**config.mk**
```make
export PLATFORM = sky130hd
export DESIGN_NAME = max_pack_block
export DESIGN_NICKNAME = d
export VERILOG_FILES = /design/src/rtl/glut_pkg.sv /design/src/rtl/max_pack_outreg.sv /design/src/rtl/max_pack_block.sv
export SDC_FILE = /design/constraint.sdc
export NUM_CORES = 1
export LEC_CHECK = 0
export CORE_ASPECT_RATIO = 0.8
export CORE_MARGIN = 1.5
export CORE_UTILIZATION = 50
export DETAILED_ROUTE_END_ITERATION = 16
export PLACE_DENSITY = 0.87
export SYNTH_ARGS = -nofsm -noshare
export SYNTH_HDL_FRONTEND = slang
export SYNTH_HIERARCHICAL = 1
export SYNTH_SLANG_ARGS = --single-unit
```
**constraint.sdc**
```tcl
create_clock -name clk -period 8.4 [get_ports clk]
set_input_delay 1.68 -clock clk [delete_from_list [all_inputs] [get_ports clk]]
set_output_delay 1.68 -clock clk [all_outputs]
set_load 0.02 [all_outputs]
```
**src/rtl/glut_pkg.sv**
```systemverilog
// Shared definitions for the glut array post-processing blocks.
package glut_pkg;

  // Four fp32 lanes per 128-bit beat.
  localparam int unsigned FP_LANES = 4;
  localparam int unsigned LANE_W   = 32;

  // Default length of one max run in beats.
  localparam int unsigned DATA_NUM_DEFAULT = 192;

  // Pack block control states.
  typedef enum logic [1:0] {
    StIdle  = 2'd0,
    StGap   = 2'd1,
    StRun   = 2'd2,
    StFlush = 2'd3
  } state_e;

endpackage

```
**src/rtl/max_pack_outreg.sv**
```systemverilog
// Single-entry valid/ready holding register. A load may coincide with an
// accept of the current word, giving back-to-back transfers with no bubble.
// The caller must not load while full and not being accepted.
module max_pack_outreg #(
  parameter int unsigned Width = 128
) (
  input  logic             clk,
  input  logic             rst,
  input  logic             i_load,
  input  logic [Width-1:0] i_data,
  input  logic             i_last,
  input  logic             i_ready,
  output logic             o_valid,
  output logic [Width-1:0] o_data,
  output logic             o_last,
  output logic             o_full
);

  logic             r_valid_q;
  logic [Width-1:0] r_data_q;
  logic             r_last_q;

  // Load a new word, or empty once the current word is accepted.
  always_ff @(posedge clk or posedge rst) begin
    if (rst) begin
      r_valid_q <= 1'b0;
      r_data_q  <= '0;
      r_last_q  <= 1'b0;
    end else if (i_load) begin
      r_valid_q <= 1'b1;
      r_data_q  <= i_data;
      r_last_q  <= i_last;
    end else if (r_valid_q && i_ready) begin
      r_valid_q <= 1'b0;
    end
  end

  assign o_valid = r_valid_q;
  assign o_data  = r_data_q;
  assign o_last  = r_last_q;
  assign o_full  = r_valid_q;

endmodule

```
**src/rtl/max_pack_block.sv**
```systemverilog
// Packs one fp32 maximum per completed max run into 128-bit words.
// Optional lane consistency check enabled by defining MAX_PACK_LANE_CHECK_EN.
module max_pack_block
  import glut_pkg::*;
#(
  parameter int unsigned DATA_NUM = DATA_NUM_DEFAULT,
  parameter int unsigned PACK_NUM = 4,
  parameter int unsigned CNT_W    = 10
) (
  input  logic         clk,
  input  logic         rst,
  input  logic         stage_start,
  input  logic         input_atvalid,
  input  logic [127:0] input_atdata,
  output logic         output_atvalid,
  input  logic         output_atready,
  output logic [127:0] output_atdata,
  output logic         output_atlast,
  output logic         overflow_err,
  output logic         short_run_err,
  output logic         lane_err
);

  localparam int unsigned      WordW    = FP_LANES * LANE_W;
  localparam logic [CNT_W-1:0] RunLast  = CNT_W'(DATA_NUM - 1);
  localparam logic [1:0]       SlotLast = 2'(PACK_NUM - 1);

  state_e             r_state_q, r_state_d;
  logic               r_stage_q;
  logic [CNT_W-1:0]   r_run_cnt_q, r_run_cnt_d;
  logic [1:0]         r_slot_q, r_slot_d;
  logic [WordW-1:0]   r_pack_q, r_pack_d;
  logic               r_ovf_q, r_ovf_d;
  logic               r_short_q, r_short_d;

  logic               w_rise, w_fall, w_capture, w_complete, w_flush;
  logic               w_load_req, w_load, w_drop, w_full;
  logic [LANE_W-1:0]  w_lane0;
  logic [WordW-1:0]   w_word, w_load_data;

  // Stage edges, capture decode and the word being completed this cycle.
  always_comb begin
    w_rise    = stage_start & ~r_stage_q;
    w_fall    = ~stage_start & r_stage_q;
    w_lane0   = input_atdata[LANE_W-1:0];
    w_capture = stage_start & ~w_rise & (r_state_q == StGap) & input_atvalid;
    w_word    = r_pack_q;
    w_word[int'(r_slot_q)*LANE_W +: LANE_W] = w_lane0;
    w_complete  = w_capture & (r_slot_q == SlotLast);
    w_flush     = (r_state_q == StFlush) & (r_slot_q != 2'd0);
    w_load_req  = w_complete | w_flush;
    // Capture needs StGap and flush needs StFlush, so at most one source.
    w_load_data = w_complete ? w_word : r_pack_q;
    w_drop      = w_load_req & w_full & ~output_atready;
    w_load      = w_load_req & ~w_drop;
  end

  // Run/stage FSM, slot packing and sticky error next-state.
  always_comb begin
    r_state_d   = r_state_q;
    r_run_cnt_d = r_run_cnt_q;
    r_slot_d    = r_slot_q;
    r_pack_d    = r_pack_q;
    r_ovf_d     = r_ovf_q;
    r_short_d   = r_short_q;

    if (w_rise) begin
      r_state_d   = StGap;
      r_run_cnt_d = '0;
      r_slot_d    = 2'd0;
      r_pack_d    = '0;
      r_ovf_d     = 1'b0;
      r_short_d   = 1'b0;
    end else if (w_fall) begin
      r_state_d = StFlush;
    end else begin
      unique case (r_state_q)
        StIdle: ;
        StGap: begin
          if (w_capture) begin
            r_state_d   = StRun;
            r_run_cnt_d = CNT_W'(1);
            if (w_complete) begin
              r_slot_d = 2'd0;
              r_pack_d = '0;
            end else begin
              r_slot_d = r_slot_q + 2'd1;
              r_pack_d = w_word;
            end
          end
        end
        StRun: begin
          if (input_atvalid) begin
            if (r_run_cnt_q == RunLast) begin
              r_run_cnt_d = '0;
              r_state_d   = StGap;
            end else begin
              r_run_cnt_d = r_run_cnt_q + CNT_W'(1);
            end
          end else begin
            // Run cut short: keep the captured max, flag it.
            r_short_d   = 1'b1;
            r_run_cnt_d = '0;
            r_state_d   = StGap;
          end
        end
        StFlush: begin
          r_state_d   = StIdle;
          r_run_cnt_d = '0;
          r_slot_d    = 2'd0;
          r_pack_d    = '0;
        end
        default: r_state_d = StIdle;
      endcase
    end

    if (w_drop) r_ovf_d = 1'b1;
  end

  // Control and pack state registers.
  always_ff @(posedge clk or posedge rst) begin
    if (rst) begin
      r_state_q   <= StIdle;
      r_stage_q   <= 1'b0;
      r_run_cnt_q <= '0;
      r_slot_q    <= 2'd0;
      r_pack_q    <= '0;
      r_ovf_q     <= 1'b0;
      r_short_q   <= 1'b0;
    end else begin
      r_state_q   <= r_state_d;
      r_stage_q   <= stage_start;
      r_run_cnt_q <= r_run_cnt_d;
      r_slot_q    <= r_slot_d;
      r_pack_q    <= r_pack_d;
      r_ovf_q     <= r_ovf_d;
      r_short_q   <= r_short_d;
    end
  end

  max_pack_outreg #(
    .Width (WordW)
  ) u_outreg (
    .clk     (clk),
    .rst     (rst),
    .i_load  (w_load),
    .i_data  (w_load_data),
    .i_last  (w_flush),
    .i_ready (output_atready),
    .o_valid (output_atvalid),
    .o_data  (output_atdata),
    .o_last  (output_atlast),
    .o_full  (w_full)
  );

  assign overflow_err  = r_ovf_q;
  assign short_run_err = r_short_q;

`ifdef MAX_PACK_LANE_CHECK_EN
  logic w_lane_mis;
  logic r_lane_q;

  // Lanes 1..3 must replicate lane0 on the capture beat.
  always_comb begin
    w_lane_mis = 1'b0;
    for (int k = 1; k < FP_LANES; k++) begin
      if (input_atdata[k*LANE_W +: LANE_W] != w_lane0) w_lane_mis = 1'b1;
    end
  end

  // Sticky lane error, cleared at the start of each stage.
  always_ff @(posedge clk or posedge rst) begin
    if (rst) begin
      r_lane_q <= 1'b0;
    end else if (w_rise) begin
      r_lane_q <= 1'b0;
    end else if (w_capture && w_lane_mis) begin
      r_lane_q <= 1'b1;
    end
  end

  assign lane_err = r_lane_q;
`else
  logic w_unused_lanes;
  assign w_unused_lanes = ^input_atdata[WordW-1:LANE_W];
  assign lane_err       = 1'b0;
`endif

endmodule

```
Word-level counts from Yosys, hierarchy flattened

Cells that the tools add are included.
W data, S select, Z words.

Register bits: 275
Input port bits: 133
Output and inout bits: 133

Add/subtract/negate cells: 3
Eq/ne operators: 10
Shift operators: 2
Muxes and demuxes: 32
Bitwise operators: 16
Reduce and logical (&&, ||, !) cells: 12

Operators by type and width:

| operator                    | count |
|---|---|
| $mux W128                   | 5 |
| $pmux W128 S2               | 1 |
| $bwmux W128                 | 1 |
| $shift A32 B34 Y128 const A | 1 |
| $shiftx A32 B34 Y128        | 1 |
| $mux W10                    | 5 |
| $neg A7 Y34                 | 1 |
| $pmux W10 S3                | 1 |
| $mux W2                     | 9 |
| $reduce_and A3 Y1           | 4 |
| $add A10 B1 Y10 const B     | 1 |
| $and A1 B1 Y1               | 10 |
| $eq A10 B8 Y1 const B       | 1 |
| $mux W1                     | 8 |
| $reduce_bool A2 Y1          | 4 |
| $eq A2 B2 Y1 const B        | 3 |
| $pmux W2 S3                 | 1 |
| $ne A5 B5 Y1 const B        | 1 |
| $not A1 Y1                  | 5 |
| $reduce_bool A5 Y1          | 1 |
| $ne A4 B4 Y1 const B        | 1 |
| $pmux W2 S2                 | 1 |
| $reduce_bool A4 Y1          | 1 |
| $ne A3 B3 Y1 const B        | 1 |
| other kinds (7)             | 7 |

Longest topological paths before layout

Word-level depth: 13
Gate-level depth with buffers: 8
Mapped depth without buffers: 7

Modules after synthesis

The synthesis kept the hierarchy.

Modules (own cells, without submodules):

| module          | instances | cells each | area each (µm²) | seq. area each (µm²) |
|---|---|---|---|---|
| max_pack_block  | 1         | 568        | 6926.6          | 3628.5 |
| max_pack_outreg | 1         | 277        | 4863.4          | 3253.1 |

Worst setup path before layout

OpenSTA, ideal clock, no wires.

Kind: in2reg
Start point: in stage_start
End point: reg u_outreg.r_data_q[0], in the netlist u_outreg/o_data[0]
Setup time: 0.125 ns
Arrival time: 3.311 ns
Required time: 8.275 ns
Slack: 4.964 ns
Stages on the path: 8
Path buffers: 2
Cell sequence: ha_1 -> nand3_2 -> nor3b_1 -> nor2_1 -> a21oi_1 -> buf_4 -> buf_6 -> mux2_2

Cells in the longest elaborated chain, start to end: 11

RTL lines:

| item                            | RTL line              | source |
|---|---|---|
| from (decl)                     | max_pack_block.sv:12  | `input logic stage_start,` |
| $and A1 B1 Y1                   | max_pack_block.sv:43  | `w_rise = stage_start & ~r_stage_q;` |
| $not A1 Y1                      | max_pack_block.sv:46  | `w_capture = stage_start & ~w_rise & (r_state_q == StGap) & input_atvalid;` |
| $and A1 B1 Y1 (*) (3 in series) | max_pack_block.sv:46  |  |
| $and A1 B1 Y1 (*)               | max_pack_block.sv:49  | `w_complete = w_capture & (r_slot_q == SlotLast);` |
| $or A1 B1 Y1 (*)                | max_pack_block.sv:51  | `w_load_req = w_complete \| w_flush;` |
| $and A1 B1 Y1 (2 in series)     | max_pack_block.sv:54  | `w_drop = w_load_req & w_full & ~output_atready;` |
| $not A1 Y1                      | max_pack_block.sv:55  | `w_load = w_load_req & ~w_drop;` |
| $and A1 B1 Y1 (*)               | max_pack_block.sv:55  |  |
| net w_load                      | max_pack_block.sv:37  | `logic w_load_req, w_load, w_drop, w_full;` |
| to (signal assigned)            | max_pack_outreg.sv:31 | `r_data_q <= i_data;` |
| to (decl)                       | max_pack_outreg.sv:20 | `logic [Width-1:0] r_data_q;` |

Mark *: on every way through the listed nets, which the timed path passes. The rest lies on a longest branch.
A chain may end at the register's enable or synchronous reset.

Worst setup path in the final report

Start point: in stage_start
End point: reg u_outreg.r_data_q[123], in the netlist u_outreg/o_data[123]

RTL lines:

| item                            | RTL line             | source |
|---|---|---|
| $and A1 B1 Y1                   | max_pack_block.sv:43 |  |
| $not A1 Y1                      | max_pack_block.sv:46 |  |
| $and A1 B1 Y1 (*) (3 in series) | max_pack_block.sv:46 |  |
| $and A1 B1 Y1 (*)               | max_pack_block.sv:49 |  |
| $mux W128 (*)                   | max_pack_block.sv:53 | `w_load_data = w_complete ? w_word : r_pack_q;` |
| net w_load_data[123]            | max_pack_block.sv:39 | `logic [WordW-1:0] w_word, w_load_data;` |

Marks and branches as above.

==> metrics.md <==
| Metric | Value |
|---|---|
| Gr ovfl total | `0` |
| Worst setup SP type | `primary input` |
| Area leader, netlist | `dfrtp_1` |
| Clock latency on the worst-skew pair | `540 ps` |
| P_leak | `6.77 nW` |
| RSZ-0062 raised after global routing | `false` |
| Power density over the cells | `214 nW/um^2` |
| Root Driver | `clkbuf_16` |
| Max VDD drop | `0.000149 V` |
| GRT Overall Usage | `24.7%` |
| Period utilization | `54.6%` |
| IO Count | `266` |
| Most used DFF post-synth | `dfrtp_1` |
| Post-Synth Simple-Gate Area | `4.55%` |
| H-tree depth | `1` |
| Placed wire-length estimate | `17900 um` |
| Wire length per cell | `23.0 um` |
| Fraction of layout cells with a size suffix above 1 | `20.2%` |
| Nets | `1127` |
| Die Area | `24500 um^2` |
| FFs w/ async S/R, synth | `100%` |
| Initial drt markers | `607` |
| Endpoints failing hold | `0` |
| Syn_nets | `988` |
| Area Growth Syn to Fin | `23.1%` |
| Die height | `140 um` |
| Most frequent cells in the layout | `dfrtp_1, a22o_1, clkdlybuf4s50_1` |
| Die width | `175 um` |
| CTS tree | `yes` |
| Cell Area, Synth | `11800 um^2` |
| Dpl cell area | `13500 um^2` |
| Clk pin slew, worst setup/hold paths | `60 ps` |
| Post-CTS sizing | `0` |
| Max Root-Sink Buffers | `3` |
| Synth top area cells | `dfrtp_1, a22o_1, mux2_2, buf_6, and2_1` |
| Crit path required time | `8870 ps` |
| Maxcap violations | `0` |
| First-pass iteration count of the detailed router | `5` |
| Crit. End Element | `flop` |
| CP max stage cell | `or3b_2` |
| Number of synthesized flops with an enable pin | `0` |
| Total Wirelength | `30300 um` |
| Fin crit period | `4590 ps` |
| Critical Path AT | `5060 ps` |
| CP Buf/Inv Count | `2` |
| CP Cell Sequence | `clkdlybuf4s50_1, ha_1, nand3_2, or3b_2, nor3_4, buf_4, a22o_1, mux2_2` |
| Synth Area in Compound Gates | `19.1%` |
| CTS Buf Count | `27` |
| First-pass GRT wire length | `47900 um` |
| Overall power | `3.11 mW` |
| Design area | `14500 um^2` |
| Setup CP Type | `in2reg` |
| # hold bufs at CTS | `0` |
| Gpl congestion | `0.807` |
| Post-Synthesis Cells | `845` |
| Routed Antenna Nets | `0` |
| Hold Path Class | `reg2reg` |
| Multiplexer share of the synthesized area | `12.5%` |
| Core area | `23300 um^2` |
| Synth Area in XOR/XNOR | `0%` |
| Largest net degree at the start of global routing | `82` |
| Yosys warnings | `6` |
| Synth unique cells | `47` |
| Slew at the pin with the worst max-slew slack | `1170 ps` |
| Initial antenna violation count | `1` |
| Number of global-route vias before repair | `8308` |
| Yosys top cell area share | `58.4%` |
| Count of final setup violators | `0` |
| Vias/cell | `6.15` |
| Setup total negative slack | `0 ps` |
| Fmax | `218 MHz` |
| Crit path largest cell delay | `930 ps` |
| Post-synthesis adder-cell area fraction | `1.06%` |
| Mapped Avg Cell Area | `14.0 um^2` |
| Port bufs | `168` |
| Status | `completed` |
| Max-slew headroom at the worst pin | `21.8%` |
| Initial Util | `50.7%` |
| Yosys reg bits | `275` |
| Vias | `8111` |
| Fin Clk Skew | `18.6 ps` |
| Clk sink count | `275` |
| Remaining DRCs | `0` |
| Max Slew Vio Count | `0` |
| Largest family of logic cells by synthesized area | `compound AO/OA/AOI/OAI gates` |
| Post-CTS Setup Bufs | `0` |
| CP delay by family, top | `simple AND/OR/NAND/NOR gates` |
| # rows | `50` |
| Seq/Total Area, Yosys | `58.4%` |
| Worst Path Max Fanout | `36` |
| Most common cell after layout, fill and taps aside | `dfrtp_1` |
## logic make-up after synthesis
| family | count (synthesis) |
|---|---|
| muxes | 131 |
| other | 1 |
| buffers and inverters | 79 |
| DFF | 275 |
| adders and majority gates | 10 |
| AOI/OAI and AO/OA | 261 |
| and+or+nand+nor | 88 |
## where the power goes
group          internal [mW]  switching, mW
logic                  0.122          0.220
clock network          0.838          0.534
registers               1.36         0.0322
total                   2.32          0.786
## layout make-up
cell class | instances | area, um^2
Antenna cell | 1 | 2.50
Clock buffer | 36 | 769
Clock inverter | 14 | 256
Fill cell | 1735 | 8750
Inverter | 13 | 58.8
Multi-Input combinational cell | 491 | 4420
Sequential cell | 275 | 6880
Tap cell | 312 | 390
Timing Repair Buffer | 176 | 1740
## state kept, by name, indices dropped and copies added (netlist names)
signal	count
r_pack_q	128
u_outreg/o_data	128
r_run_cnt_q	10
r_slot_q	2
r_state_q	2
overflow_err	1
r_stage_q	1
short_run_err	1
u_outreg/o_full	1
u_outreg/o_last	1
## synthesized netlist by cell type (2+ instances only)
cell,count
nor3b_1,2
and3_1,2
dfrtp_1,275
inv_1,13
nand3_1,3
a31oi_1,2
buf_4,12
o21ai_0,7
ha_1,10
a21o_1,3
clkbuf_2,3
and2_1,33
buf_2,17
nand2b_1,2
nor2_2,4
clkbuf_1,13
mux2_2,130
o21ai_4,3
nor3_1,3
buf_6,20
a211oi_1,3
o32a_1,2
nand2_1,13
nor2_1,8
a21oi_1,7
nand4_1,5
nor2_4,3
a22o_1,227
nor2b_1,2
## stage by stage
step / hold WS (ps) / utilization, % / instances / worst slack (ps)
6_report: 487 / 62.4 / 1318 / 3810
3_5_place_dp: 471 / 58.0 / 1267 / 3300
5_1_grt: 492 / 62.4 / 1317 / 3740
2_1_floorplan: 454 / - / 845 / 2830
4_1_cts: 491 / 62.4 / 1317 / 3860
3_3_place_gp: 469 / 58.0 / 1267 / 3350
## per-layer routing
| metal | GRT usage, % | vias to the layer above | part of all wire, % |
|---|---|---|---|
| met3 | 6.13 | 45 | 8.5 |
| li1 | - | 3485 | - |
| met1 | 34.9 | 4195 | 43 |
| met5 | 0 | - | 0 |
| met2 | 38.6 | 386 | 46 |
| met4 | 6.03 | 0 | 2.1 |
## path summary, 6_finish.rpt
check / slack, ps / endpoint / depth (start not counted) / start
setup / recovery: 3810 / u_outreg/o_data[123] / 8 / stage_start
hold / removal: 490 / r_pack_q[127] / 1 / r_pack_q[127]
setup reg to reg: 5140 / u_outreg/o_data[123] / 7 / r_stage_q
hold reg to reg: 490 / r_pack_q[127] / 1 / r_pack_q[127]
max in group asynchronous: 5130 / r_pack_q[51] / 3 / rst
min in group asynchronous: 1720 / r_pack_q[9] / 2 / rst
(Power assumes the default switching activity.)
